<file path="config.mk">
export PLATFORM = sky130hd
export DESIGN_NAME = mem_main_arbiter
export DESIGN_NICKNAME = d
export VERILOG_FILES = /design/src/rtl/mem_main_arbiter.sv
export SDC_FILE = /design/constraint.sdc
export NUM_CORES = 1
export LEC_CHECK = 0
export CORE_AREA = 2 2 484 486
export CTS_CLUSTER_DIAMETER = 100
export DETAILED_ROUTE_END_ITERATION = 6
export DIE_AREA = 0 0 486 488
export SYNTH_ARGS = -nofsm -noshare
export SYNTH_HDL_FRONTEND = slang
export SYNTH_SLANG_ARGS = --single-unit
export TNS_END_PERCENT = 20
</file>
<file path="constraint.sdc">
create_clock -name clk -period 3.55 [get_ports clk]
set_input_delay 0.5325 -clock clk [delete_from_list [all_inputs] [get_ports clk]]
set_output_delay 0.5325 -clock clk [all_outputs]
set_load 0.05 [all_outputs]
</file>
<file path="src/rtl/mem_main_arbiter.sv">
// Round-robin arbiter sharing the main-memory port among NUM_REQ RT cores and the MC readout path.
// Optional watchdog: define ARB_TIMEOUT_EN to force completion after TIMEOUT wait cycles.
module mem_main_arbiter #(
  parameter int NUM_REQ = 4,
  parameter int ADDR_W  = 32,
  parameter int DATA_W  = 128,
  parameter int TIMEOUT = 256
) (
  input  logic                       clk,
  input  logic                       rst_n,
  input  logic                       mc_re,
  input  logic [ADDR_W-1:0]          mc_addr,
  output logic                       mc_rdy,
  output logic [DATA_W-1:0]          mc_data,
  input  logic [NUM_REQ-1:0]         rq_re,
  input  logic [NUM_REQ-1:0]         rq_we,
  input  logic [NUM_REQ-1:0]         rq_mode,
  input  logic [NUM_REQ*ADDR_W-1:0]  rq_addr,
  input  logic [NUM_REQ*DATA_W-1:0]  rq_wdata,
  output logic [NUM_REQ-1:0]         rq_done,
  output logic [DATA_W-1:0]          rq_rdata,
  output logic                       mem_re,
  output logic                       mem_we,
  output logic                       mem_mode,
  output logic [ADDR_W-1:0]          mem_addr,
  output logic [DATA_W-1:0]          mem_wdata,
  input  logic [DATA_W-1:0]          mem_rdata,
  input  logic                       mem_rdy,
  output logic                       busy,
  output logic                       err
);

  localparam int PW = (NUM_REQ > 1) ? $clog2(NUM_REQ) : 1;

  typedef enum logic [1:0] {S_IDLE, S_ISSUE, S_WAIT, S_RESP} state_t;

  state_t              r_state;
  logic [PW-1:0]       r_ptr, r_owner;
  logic                r_own_mc, r_mask;
  logic                r_mc_rdy, r_busy, r_mem_re, r_mem_we, r_mem_mode;
  logic [NUM_REQ-1:0]  r_done;
  logic [ADDR_W-1:0]   r_addr;
  logic [DATA_W-1:0]   r_wdata, r_resp;

  logic [NUM_REQ-1:0]  w_req;
  logic                w_mc, w_hit, w_fin, w_tmo;
  logic [PW-1:0]       w_sel, w_ptr_nxt;
  logic [DATA_W-1:0]   w_fin_data;

`ifdef ARB_TIMEOUT_EN
  localparam int CW = $clog2(TIMEOUT + 1);
  logic [CW-1:0] r_cnt;
  logic          r_err;
  assign w_tmo = (r_state == S_WAIT) && (r_cnt == CW'(TIMEOUT - 1));
  assign err   = r_err;
`else
  assign w_tmo = 1'b0;
  assign err   = 1'b0;
`endif

  function automatic logic [PW-1:0] wrap(input int v);
    return (v >= NUM_REQ) ? PW'(v - NUM_REQ) : PW'(v);
  endfunction

  // The last owner's request lingers for one IDLE cycle after RESP; hide it there.
  always_comb begin
    w_req = rq_re | rq_we;
    if (r_mask && !r_own_mc) w_req[r_owner] = 1'b0;
    w_mc  = mc_re && !(r_mask && r_own_mc);
    w_hit = 1'b0;
    w_sel = '0;
    for (int i = NUM_REQ - 1; i >= 0; i--) begin
      if (w_req[wrap(int'(r_ptr) + i)]) begin
        w_hit = 1'b1;
        w_sel = wrap(int'(r_ptr) + i);
      end
    end
    w_ptr_nxt  = wrap(int'(r_owner) + 1);
    w_fin      = (((r_state == S_ISSUE) || (r_state == S_WAIT)) && mem_rdy) || w_tmo;
    w_fin_data = mem_rdy ? mem_rdata : '0;
  end

  always_ff @(posedge clk) begin
    if (!rst_n) begin
      r_state    <= S_IDLE;
      r_ptr      <= '0;
      r_owner    <= '0;
      r_own_mc   <= 1'b0;
      r_mask     <= 1'b0;
      r_mc_rdy   <= 1'b0;
      r_done     <= '0;
      r_busy     <= 1'b0;
      r_mem_re   <= 1'b0;
      r_mem_we   <= 1'b0;
      r_mem_mode <= 1'b0;
      r_addr     <= '0;
      r_wdata    <= '0;
      r_resp     <= '0;
`ifdef ARB_TIMEOUT_EN
      r_cnt      <= '0;
      r_err      <= 1'b0;
`endif
    end else begin
      r_mask   <= 1'b0;
      r_mem_re <= 1'b0;
      r_mem_we <= 1'b0;
      r_mc_rdy <= 1'b0;
      r_done   <= '0;
`ifdef ARB_TIMEOUT_EN
      if (r_state == S_IDLE)      r_cnt <= '0;
      else if (r_state == S_WAIT) r_cnt <= r_cnt + 1'b1;
      if (w_tmo && !mem_rdy)      r_err <= 1'b1;
`endif
      case (r_state)
        S_IDLE: begin
          if (w_mc) begin
            r_own_mc   <= 1'b1;
            r_mem_re   <= 1'b1;
            r_mem_mode <= 1'b1;
            r_addr     <= mc_addr;
            r_wdata    <= '0;
            r_busy     <= 1'b1;
            r_state    <= S_ISSUE;
          end else if (w_hit) begin
            r_own_mc   <= 1'b0;
            r_owner    <= w_sel;
            r_mem_we   <= rq_we[w_sel];
            r_mem_re   <= !rq_we[w_sel];
            r_mem_mode <= rq_mode[w_sel];
            r_addr     <= rq_addr[w_sel*ADDR_W +: ADDR_W];
            r_wdata    <= rq_wdata[w_sel*DATA_W +: DATA_W];
            r_busy     <= 1'b1;
            r_state    <= S_ISSUE;
          end
        end
        S_ISSUE, S_WAIT: begin
          if (w_fin) begin
            r_resp  <= w_fin_data;
            r_state <= S_RESP;
            if (r_own_mc) r_mc_rdy        <= 1'b1;
            else          r_done[r_owner] <= 1'b1;
          end else if (r_state == S_ISSUE) begin
            r_state <= S_WAIT;
          end
        end
        S_RESP: begin
          if (!r_own_mc) r_ptr <= w_ptr_nxt;
          r_mask  <= 1'b1;
          r_busy  <= 1'b0;
          r_state <= S_IDLE;
        end
        default: r_state <= S_IDLE;
      endcase
    end
  end

  assign mc_rdy    = r_mc_rdy;
  assign mc_data   = r_resp;
  assign rq_done   = r_done;
  assign rq_rdata  = r_resp;
  assign mem_re    = r_mem_re;
  assign mem_we    = r_mem_we;
  assign mem_mode  = r_mem_mode;
  assign mem_addr  = r_addr;
  assign mem_wdata = r_wdata;
  assign busy      = r_busy;

endmodule

</file>
Word level (Yosys, flattened, before mapping)
Cells that the tools add are included.
Operators by class
  order comparisons: 12
  eq/ne operators: 5
  shift operators: 2
  add/sub/neg operators: 9
  bitwise logic cells: 10
  reductions and logical operators: 23
  mux-type cells: 49
Operator list (number)
  512-bit by 10-bit indexed part select with 128-bit output: 1
  128-bit 2-to-1 mux: 3
  128-bit by 8-bit indexed part select with 32-bit output: 1
  32-bit 2-to-1 mux: 2
  2-bit 2-to-1 mux: 13
  1-bit 2-to-1 mux: 21
  2-bit by 3-bit < comparator with 1-bit output, second input constant: 6
  1-bit binary-select mux with 2-bit select: 6
  3-bit greater-or-equal comparator, second input constant: 4
  2-bit AND reduction: 6
  2-bit by 1-bit subtractor with 2-bit output, second input constant: 5
  4-bit OR reduction: 2
  1-bit NOT: 7
  2-bit by 1-bit adder with 3-bit output, second input constant: 2
  2-bit by 2-bit adder with 3-bit output, second input constant: 2
  3-bit inequality test, second input constant: 2
  2-bit case mux with 3 select lines: 1
  3-bit AND reduction: 2
  1-bit logical AND: 5
  4-bit AND: 1
  2-bit equality test, second input constant: 2
  4-bit 2-to-1 mux: 1
  4-bit NOT: 1
  4-bit bitwise OR: 1
  10 further kinds: 13
Storage, ports and cells
  output and inout bits: 426
  input bits: 816
  flip-flop bits (word level): 305

Logic depth before layout (Yosys ltp)
Gate-level depths: netlist of run 1.
  word-level depth: 18
  gate-level depth with buffers: 11

Worst setup path before layout of run 1
Ideal clock, no wire load.
  path kind: register to register
  start point: reg r_owner[0]
  end point: reg r_wdata[36] (netlist: mem_wdata[36])
  stages on the path, launching flop included: 12
  clock period less this slack: 2.514 ns
  slack: 1.036 ns
  path buffers: 3
  arrival time: 2.390 ns
  data required time: 3.426 ns
  path through: dfxtp_1 > inv_1 > ha_1 > and3b_1 > or2_4 > o31a_2 > buf_4 > nor2_8 > buf_6 > buf_6 > mux2i_1 > o211ai_2
On the way
  word-level cells in the longest chain between the ends: 16
Ends and longest elaborated chain
  start: declaration: RTL line 38  | logic [PW-1:0] r_ptr, r_owner;
  start signal: assignment: RTL line 126  | r_owner <= w_sel;
  2-bit by 3-bit < comparator with 1-bit output (not written as such) or 2-bit by 1-bit greater-or-equal comparator with 1-bit output (tied branches): RTL line 68  | if (r_mask && !r_own_mc) w_req[r_owner] = 1'b0;
  1-bit logical AND (not written as such): RTL line 68
  1-bit 2-to-1 mux (not written as such): RTL line 68
  1-bit demux with 2-bit select *: RTL line 68
  4-bit NOT (no line) *
  4-bit AND (no line) *
  4-bit 2-to-1 mux *: RTL line 68
  1-bit binary-select mux with 2-bit select: RTL line 73  | if (w_req[wrap(int'(r_ptr) + i)]) begin
  1-bit 2-to-1 mux (not written as such): RTL line 73
  2-bit 2-to-1 mux (4 in a row): RTL line 73
  512-bit by 10-bit indexed part select with 128-bit output: RTL line 131  | r_wdata <= rq_wdata[w_sel*DATA_W +: DATA_W];
  128-bit 2-to-1 mux: RTL line 124  | end else if (w_hit) begin
  128-bit 2-to-1 mux: RTL line 116  | if (w_mc) begin
  end signal: assignment: RTL line 131
  end: declaration: RTL line 43  | logic [DATA_W-1:0] r_wdata, r_resp;
Every way passes the cells marked *; elsewhere a longest branch is shown, timed or not. The select of a mux whose other input is x is not followed.
A chain may end at the register's enable or synchronous reset.

Worst setup path after layout of run 1
  start point: reg r_owner[0]
  end point: reg r_wdata[67] (netlist: mem_wdata[67])
Same word-level chain as after synthesis.

==> flow_metrics.env, run 1 <==
export IMPL_synth_main_ff_cell="dfxtp_1"
export IMPL_drc=0
export IMPL_cp_end_kind="register"
export IMPL_core_area_sq_um=232000
export IMPL_synthCells=2202
export IMPL_finalCriticalPeriod_ns=3.25
export IMPL_worstPathMaxFanout=20
export IMPL_final_area_sq_um=34900
export IMPL_ir_drop_uv=399
export IMPL_post_route_period_util_pct=91.6
export IMPL_area_growth_pct=95.8
export IMPL_postCtsSetupBuffers=0
export IMPL_cp_cell_sequence="inv_1 -> ha_1 -> and3b_1 -> o22ai_1 -> or2_2 -> nor2b_1 -> nand3_4 -> buf_4 -> o211ai_1"
export IMPL_postSynth_asyncResetShare_pct=0
export IMPL_ys_types=58
export IMPL_fmax_mhz=307
export IMPL_critical_path_slowest_cell="nor2b_1"
export IMPL_die_w_microns=486
export IMPL_h_tree_depth=2
export IMPL_drv_cap=0
export IMPL_grt_pass1_wl_microns=238000
export IMPL_cts_made_buffers=46
export IMPL_endpoint="mem_wdata[67]"
export IMPL_clkSinkCount=305
export IMPL_wl_per_cell_microns=29.9
export IMPL_whs_path_depth=2
export IMPL_via_per_inst=3.59
export IMPL_worstHoldStart="rst_n"
export IMPL_finalHoldViolCount=0
export IMPL_skew_ns=0.0261
export IMPL_ys_warnings_count=0
export IMPL_drt_wl_total_microns=191000
export IMPL_grt_max_degree=154
export IMPL_syn_nets=3025
export IMPL_syn_area_per_cell_sq_um=8.09
export IMPL_crit_required_ns=4.12
export IMPL_detail_route_antenna_nets=0
export IMPL_fillerInstances=26200
export IMPL_first_pass_iters=5
export IMPL_grt_pass1_vias=22600
export IMPL_clock_root_buffer="clkbuf_16"
export IMPL_startpoint_type="register"
export IMPL_ff2ff_path_depth=9
export IMPL_hold_class="in2reg"
export IMPL_r2r_slack_ns=0.30
export IMPL_critical_path_arrival_ns=3.82
export IMPL_yosysSeqAreaShare_pct=34.3
export IMPL_critPathKind="reg2reg"
export IMPL_port_buffers=1240
export IMPL_clk_latency_ns=0.66
export IMPL_dp_hpwl_microns=164000
export IMPL_rsz0062_at_grt="false"
export IMPL_netlist_area_sq_um=17800
export IMPL_placed_area_sq_um=33100
export IMPL_setup_viol=0
export IMPL_globalRouteOverflowTotal=0
export IMPL_r2r_start="r_owner[0]"
export IMPL_clkSlewWorstSetupHoldPaths_ns=0.06
export IMPL_drive_gt1_share_pct=7.35
export IMPL_final_net_count=4038
export IMPL_start_util_pct=7.68
export IMPL_grt_total_usage_pct=15.4
export IMPL_post_place_cells=6210
export IMPL_vias=22900
export IMPL_slowest_delay_ns=0.67
export IMPL_crit_path_start="r_owner[0]"
export IMPL_slew_violations=0
export IMPL_drtIter0Drc=1419
export IMPL_status="completed"
export IMPL_cts_path_max_buffers=3
export IMPL_slew_headroom_pct=31.0
export IMPL_tightest_slew_ns=1.03
export IMPL_ioPinCount=1242
export IMPL_synth_edf_count=0
export IMPL_cts_tree="done"
export IMPL_die_area_sq_um=237000
export IMPL_antenna_found_initial=200
export IMPL_p_leak_uw=0.0111
export IMPL_die_height_microns=488
export IMPL_routabilityCongestion=0.962
export IMPL_reg2reg_to="mem_wdata[67]"
export IMPL_synth_seq_cells=305
export IMPL_final_cells=6394
export IMPL_p_per_area_nw_per_um2=644
export IMPL_placementRows=177
[sequential cells by signal, indices dropped and copies added, names as in the netlist]
register   flops
busy           1
mc_data      128
mc_rdy         1
mem_addr      32
mem_mode       1
mem_re         1
mem_wdata    128
mem_we         1
r_mask         1
r_own_mc       1
r_owner        2
r_ptr          2
r_state        2
rq_done        4
[worst max-delay path, delay by kind of cell (launching register included)]
family                   cells  cell delay, ns
AND/OR/NAND/NOR              4            1.51
AO/OA/AOI/OAI                2            0.51
buffers and inverters        2            0.49
flip-flops                   1            0.39
adder cells (fa/ha/maj)      1            0.23
[cells in the mapped netlist (2+ instances only)]
library cell    n  share of area, %
o21ai_0       197               5.5
nand2_1       460               9.7
or2_4           2             0.098
and3b_1         4              0.20
inv_1           5              0.11
dfxtp_1       305                34
o21a_1         31               1.3
a211o_1       128               6.3
nor3b_1         4              0.17
nor2_1         10              0.21
and3_1          5              0.18
o211ai_1      112               4.7
ha_1            7              0.49
nand4_1        32               1.1
buf_6           7              0.44
a41oi_1        31               1.5
nor2b_1         5              0.18
o211ai_2       48               3.4
mux2i_1       132               7.4
buf_1           6              0.13
a21boi_0      130               5.5
nor3_1          3             0.084
buf_4         142               6.0
a211oi_1        2             0.084
clkbuf_1      147               3.1
o311a_1         3              0.17
nand3_1       161               4.5
and2_1          6              0.21
buf_2          48               1.3
[how the worst min path moves through the flow]
stage,to,slack (ns)
after floorplan,r_state[1],0.47
after global placement,mem_wdata[50],0.46
after detailed placement,mem_wdata[65],0.46
after CTS,mem_re,0.21
after global routing,r_state[0],0.25
final,r_state[0],0.30
[final cells by class]
class	instances	area [sq um]	area share, %
multi-input combinational	1542	9850	28.2
timing repair buffer	1315	13300	38.2
sequential	305	6110	17.5
antenna	99	248	0.710
inverter	5	18.8	0.0538
clock inverter	17	171	0.491
tap	3043	3810	10.9
clock buffer	68	1360	3.88
[metal layers]
layer	wire, microns	up-vias	part of all wire (%)	GRT usage [%]
met3	23900	478	12	8.20
met4	15800	106	8.3	10.8
met1	61200	10900	32	14.2
met5	696	-	0.36	0
met2	89800	1474	47	26.0
li1	-	9958	-	-
[cells in the final DEF, fill, tap and decap left out, types with 4 or more instances in the layout]
cell	Yosys	routed
nand2_1	460	457
a41oi_1	31	31
clkbuf_16	0	47
clkinv_2	0	5
and3b_1	4	4
clkbuf_8	0	10
clkdlybuf4s50_1	0	1224
o211ai_1	112	112
a211o_1	128	128
inv_1	5	5
nand4_1	32	32
ha_1	7	7
and3_1	5	5
buf_12	0	32
nand3_1	161	160
mux2i_1	132	132
a21boi_0	130	130
buf_4	142	58
o21a_1	31	31
diode_2	0	99
nor2b_1	5	4
o21ai_0	197	197
clkbuf_1	147	11
nor3b_1	4	4
dfxtp_1	305	305
and2_1	6	4
nor2_1	10	10
o211ai_2	48	48
inv_6	0	6
[kinds of logic (layout without fill, tap and decap cells)]
kind of cell    after synthesis  in the layout  share of synthesized area, %
compound gates              699            699                          29.5
fa+ha+maj                     7              7                         0.492
buf+inv                     355           1405                          11.1
flops                       305            305                          34.3
mux                         132            132                          7.42
other cells                   1            100                        0.0210
simple gates                703            703                          17.2
[power by group]
part,switching (uW),internal [uW],total [uW]
Combinational,8540,4060,12600
Sequential,752,4300,5050
Clock,2020,2790,4810
Total,11300,11200,22500
[timing repair]
action                                  CTS  global route
resized for setup                         0             1
hold buffers                              0             0
endpoints found under the setup margin    0             1
[per-stage QoR]
| stage | worst slack, ns | power (uW) | TNS, ns | hold WS (ns) | utilization (%) |
|---|---|---|---|---|---|
| after global routing | 0.0587 | 23400 | 0 | 0.250 | 15.0 |
| after floorplan | 1.04 | 12200 | 0 | 0.474 | - |
| after detailed placement | -0.147 | 17900 | -3.33 | 0.457 | 14.3 |
| after global placement | -0.101 | 17800 | -2.02 | 0.456 | 14.3 |
| after CTS | 0.239 | 22800 | 0 | 0.215 | 14.9 |
| final | 0.298 | 22500 | 0 | 0.296 | 15.0 |
Note: power is estimated with default switching activity, not from simulation.
==> inputs of run 2 (changes only) <==
--- a/config.mk
+++ b/config.mk
@@ -5,10 +5,10 @@
 export SDC_FILE = /design/constraint.sdc
 export NUM_CORES = 1
 export LEC_CHECK = 0
-export CORE_AREA = 2 2 484 486
+export CORE_AREA = 10 10 478 480
 export CTS_CLUSTER_DIAMETER = 100
 export DETAILED_ROUTE_END_ITERATION = 6
-export DIE_AREA = 0 0 486 488
+export DIE_AREA = 0 0 488 490
 export SYNTH_ARGS = -nofsm -noshare
 export SYNTH_HDL_FRONTEND = slang
 export SYNTH_SLANG_ARGS = --single-unit
==> flow_metrics.env, run 2 (synthesized netlist as in run 1, its figures left out) <==
export IMPL_drv_cap=0
export IMPL_die_w_microns=488
export IMPL_clock_root_buffer="clkbuf_16"
export IMPL_rsz0062_at_grt="false"
export IMPL_drive_gt1_share_pct=7.86
export IMPL_area_growth_pct=94.0
export IMPL_vias=22800
export IMPL_startpoint_type="register"
export IMPL_first_pass_iters=7
export IMPL_ioPinCount=1242
export IMPL_clk_latency_ns=0.67
export IMPL_grt_total_usage_pct=15.8
export IMPL_ctsHoldBuffers=0
export IMPL_p_total_uw=22500
export IMPL_crit_required_ns=4.06
export IMPL_skew_ns=0.0272
export IMPL_cts_tree="done"
export IMPL_post_place_cells=6054
export IMPL_finalHoldViolCount=0
export IMPL_setup_viol=0
export IMPL_cts_made_buffers=46
export IMPL_finalCriticalPeriod_ns=3.26
export IMPL_critical_path_arrival_ns=3.77
export IMPL_routabilityCongestion=0.977
export IMPL_h_tree_depth=2
export IMPL_globalRouteOverflowTotal=0
export IMPL_status="completed"
export IMPL_slowest_delay_ns=0.67
export IMPL_clkSinkCount=305
export IMPL_ir_drop_uv=432
export IMPL_wl_per_cell_microns=32.5
export IMPL_fmax_mhz=307
export IMPL_seqPwrFrac_pct=22.3
export IMPL_antenna_found_initial=182
export IMPL_tightest_slew_ns=0.997
export IMPL_drc=0
export IMPL_cp_end_kind="register"
export IMPL_die_height_microns=490
export IMPL_postCtsSetupBuffers=0
export IMPL_final_cells=6185
export IMPL_post_route_period_util_pct=91.8
export IMPL_grt_pass1_vias=23300
export IMPL_cts_resized_gates=0
export IMPL_start_util_pct=8.14
export IMPL_mostFrequentLayoutCell="clkdlybuf4s50_1"
export IMPL_worstPathMaxFanout=33
export IMPL_swShare_pct=50.6
export IMPL_clockPowerShare_pct=21.4
export IMPL_cp_cell_sequence="inv_1 -> ha_1 -> and3b_1 -> or3_1 -> a21o_4 -> buf_12 -> and3_1 -> o211ai_1 -> a31oi_1"
export IMPL_port_buffers=1240
export IMPL_dp_hpwl_microns=173000
export IMPL_critPathKind="reg2reg"
export IMPL_final_net_count=4054
export IMPL_p_leak_uw=0.0112
export IMPL_slew_violations=0
export IMPL_drtIter0Drc=1593
export IMPL_p_per_area_nw_per_um2=650
export IMPL_drt_wl_total_microns=201000
export IMPL_cts_path_max_buffers=3
export IMPL_via_per_inst=3.69
export IMPL_detail_route_antenna_nets=0
export IMPL_grt_pass1_wl_microns=251000
export IMPL_critical_path_slowest_cell="o211ai_1"
export IMPL_power_switching_uw=11400
export IMPL_die_area_sq_um=239000
export IMPL_core_area_sq_um=219000
export IMPL_hold_class="in2reg"
export IMPL_final_cell_mix="1221 x clkdlybuf4s50_1, 457 x nand2_1, 305 x dfxtp_1"
export IMPL_slew_headroom_pct=33.5
export IMPL_clkSlewWorstSetupHoldPaths_ns=0.06
export IMPL_comb_power_share_pct=56.2
export IMPL_internal_power_uw=11100
export IMPL_grt_max_degree=152
export IMPL_placementRows=172
## run 2: cell types whose count changed in the layout (fill, tap and decap cells not counted), moves of 2 or more
cell,before,now
clkdlybuf4s50_1,1224,1221
clkinv_4,3,5
diode_2,99,46
clkbuf_8,10,6
buf_4,58,84
buf_12,32,26
## run 2: power groups by stage
stage	registers [uW]	logic [uW]	clock network [uW]
2_1_floorplan	7710	4470	0
6_report	5020	12600	4820
3_3_place_gp	5060	12900	0
4_1_cts	5020	12900	5040
5_1_grt	5110	13200	5090
3_5_place_dp	5080	12900	0
## run 2: cell type report
cell class | instances | area [sq um]
fill | 24700 | 184000
timing repair buffer | 1331 | 13400
multi-input combinational | 1542 | 9840
sequential | 305 | 6110
tap | 2871 | 3590
clock buffer | 64 | 1280
clock inverter | 21 | 238
antenna | 46 | 115
inverter | 5 | 18.8
## run 2: worst paths after layout
path            startpoint            end  slack, ns  cells after the start
min                  rst_n   mem_addr[23]       0.34                      4
min reg2reg  mem_wdata[53]  mem_wdata[53]       0.47                      2
max reg2reg     r_owner[0]   mem_addr[30]       0.29                      9
max             r_owner[0]   mem_addr[30]       0.29                      9
## run 2: critical path, delay by kind of cell, from the launching register on
family,cells,cell delay (ns)
flip-flops,1,0.39
AND/OR/NAND/NOR,3,0.88
AO/OA/AOI/OAI,3,1.22
buffers and inverters,2,0.33
adder cells (fa/ha/maj),1,0.22
## run 2: layer usage
| metal | track usage (%) | routed length, microns | vias to the layer above |
|---|---|---|---|
| met5 | 0 | 653 | - |
| met4 | 7.23 | 10700 | 102 |
| met3 | 7.44 | 22800 | 442 |
| met2 | 28.4 | 99100 | 1430 |
| met1 | 15.3 | 67400 | 10900 |
| li1 | - | - | 9929 |
## run 2: through the flow
| step | hold WS (ns) | worst slack, ns | cell area, sq um | utilization [%] | setup TNS (ns) |
|---|---|---|---|---|---|
| final | 0.337 | 0.292 | 34600 | 15.8 | 0 |
| after global routing | 0.301 | 0.140 | 34500 | 15.8 | 0 |
| after CTS | 0.245 | 0.171 | 34400 | 15.7 | 0 |
| after detailed placement | 0.458 | -0.0526 | 32900 | 15.0 | -0.0526 |
| after global placement | 0.458 | -0.0904 | 32900 | 15.0 | -0.0904 |
| after floorplan | 0.474 | 1.04 | 17800 | - | 0 |
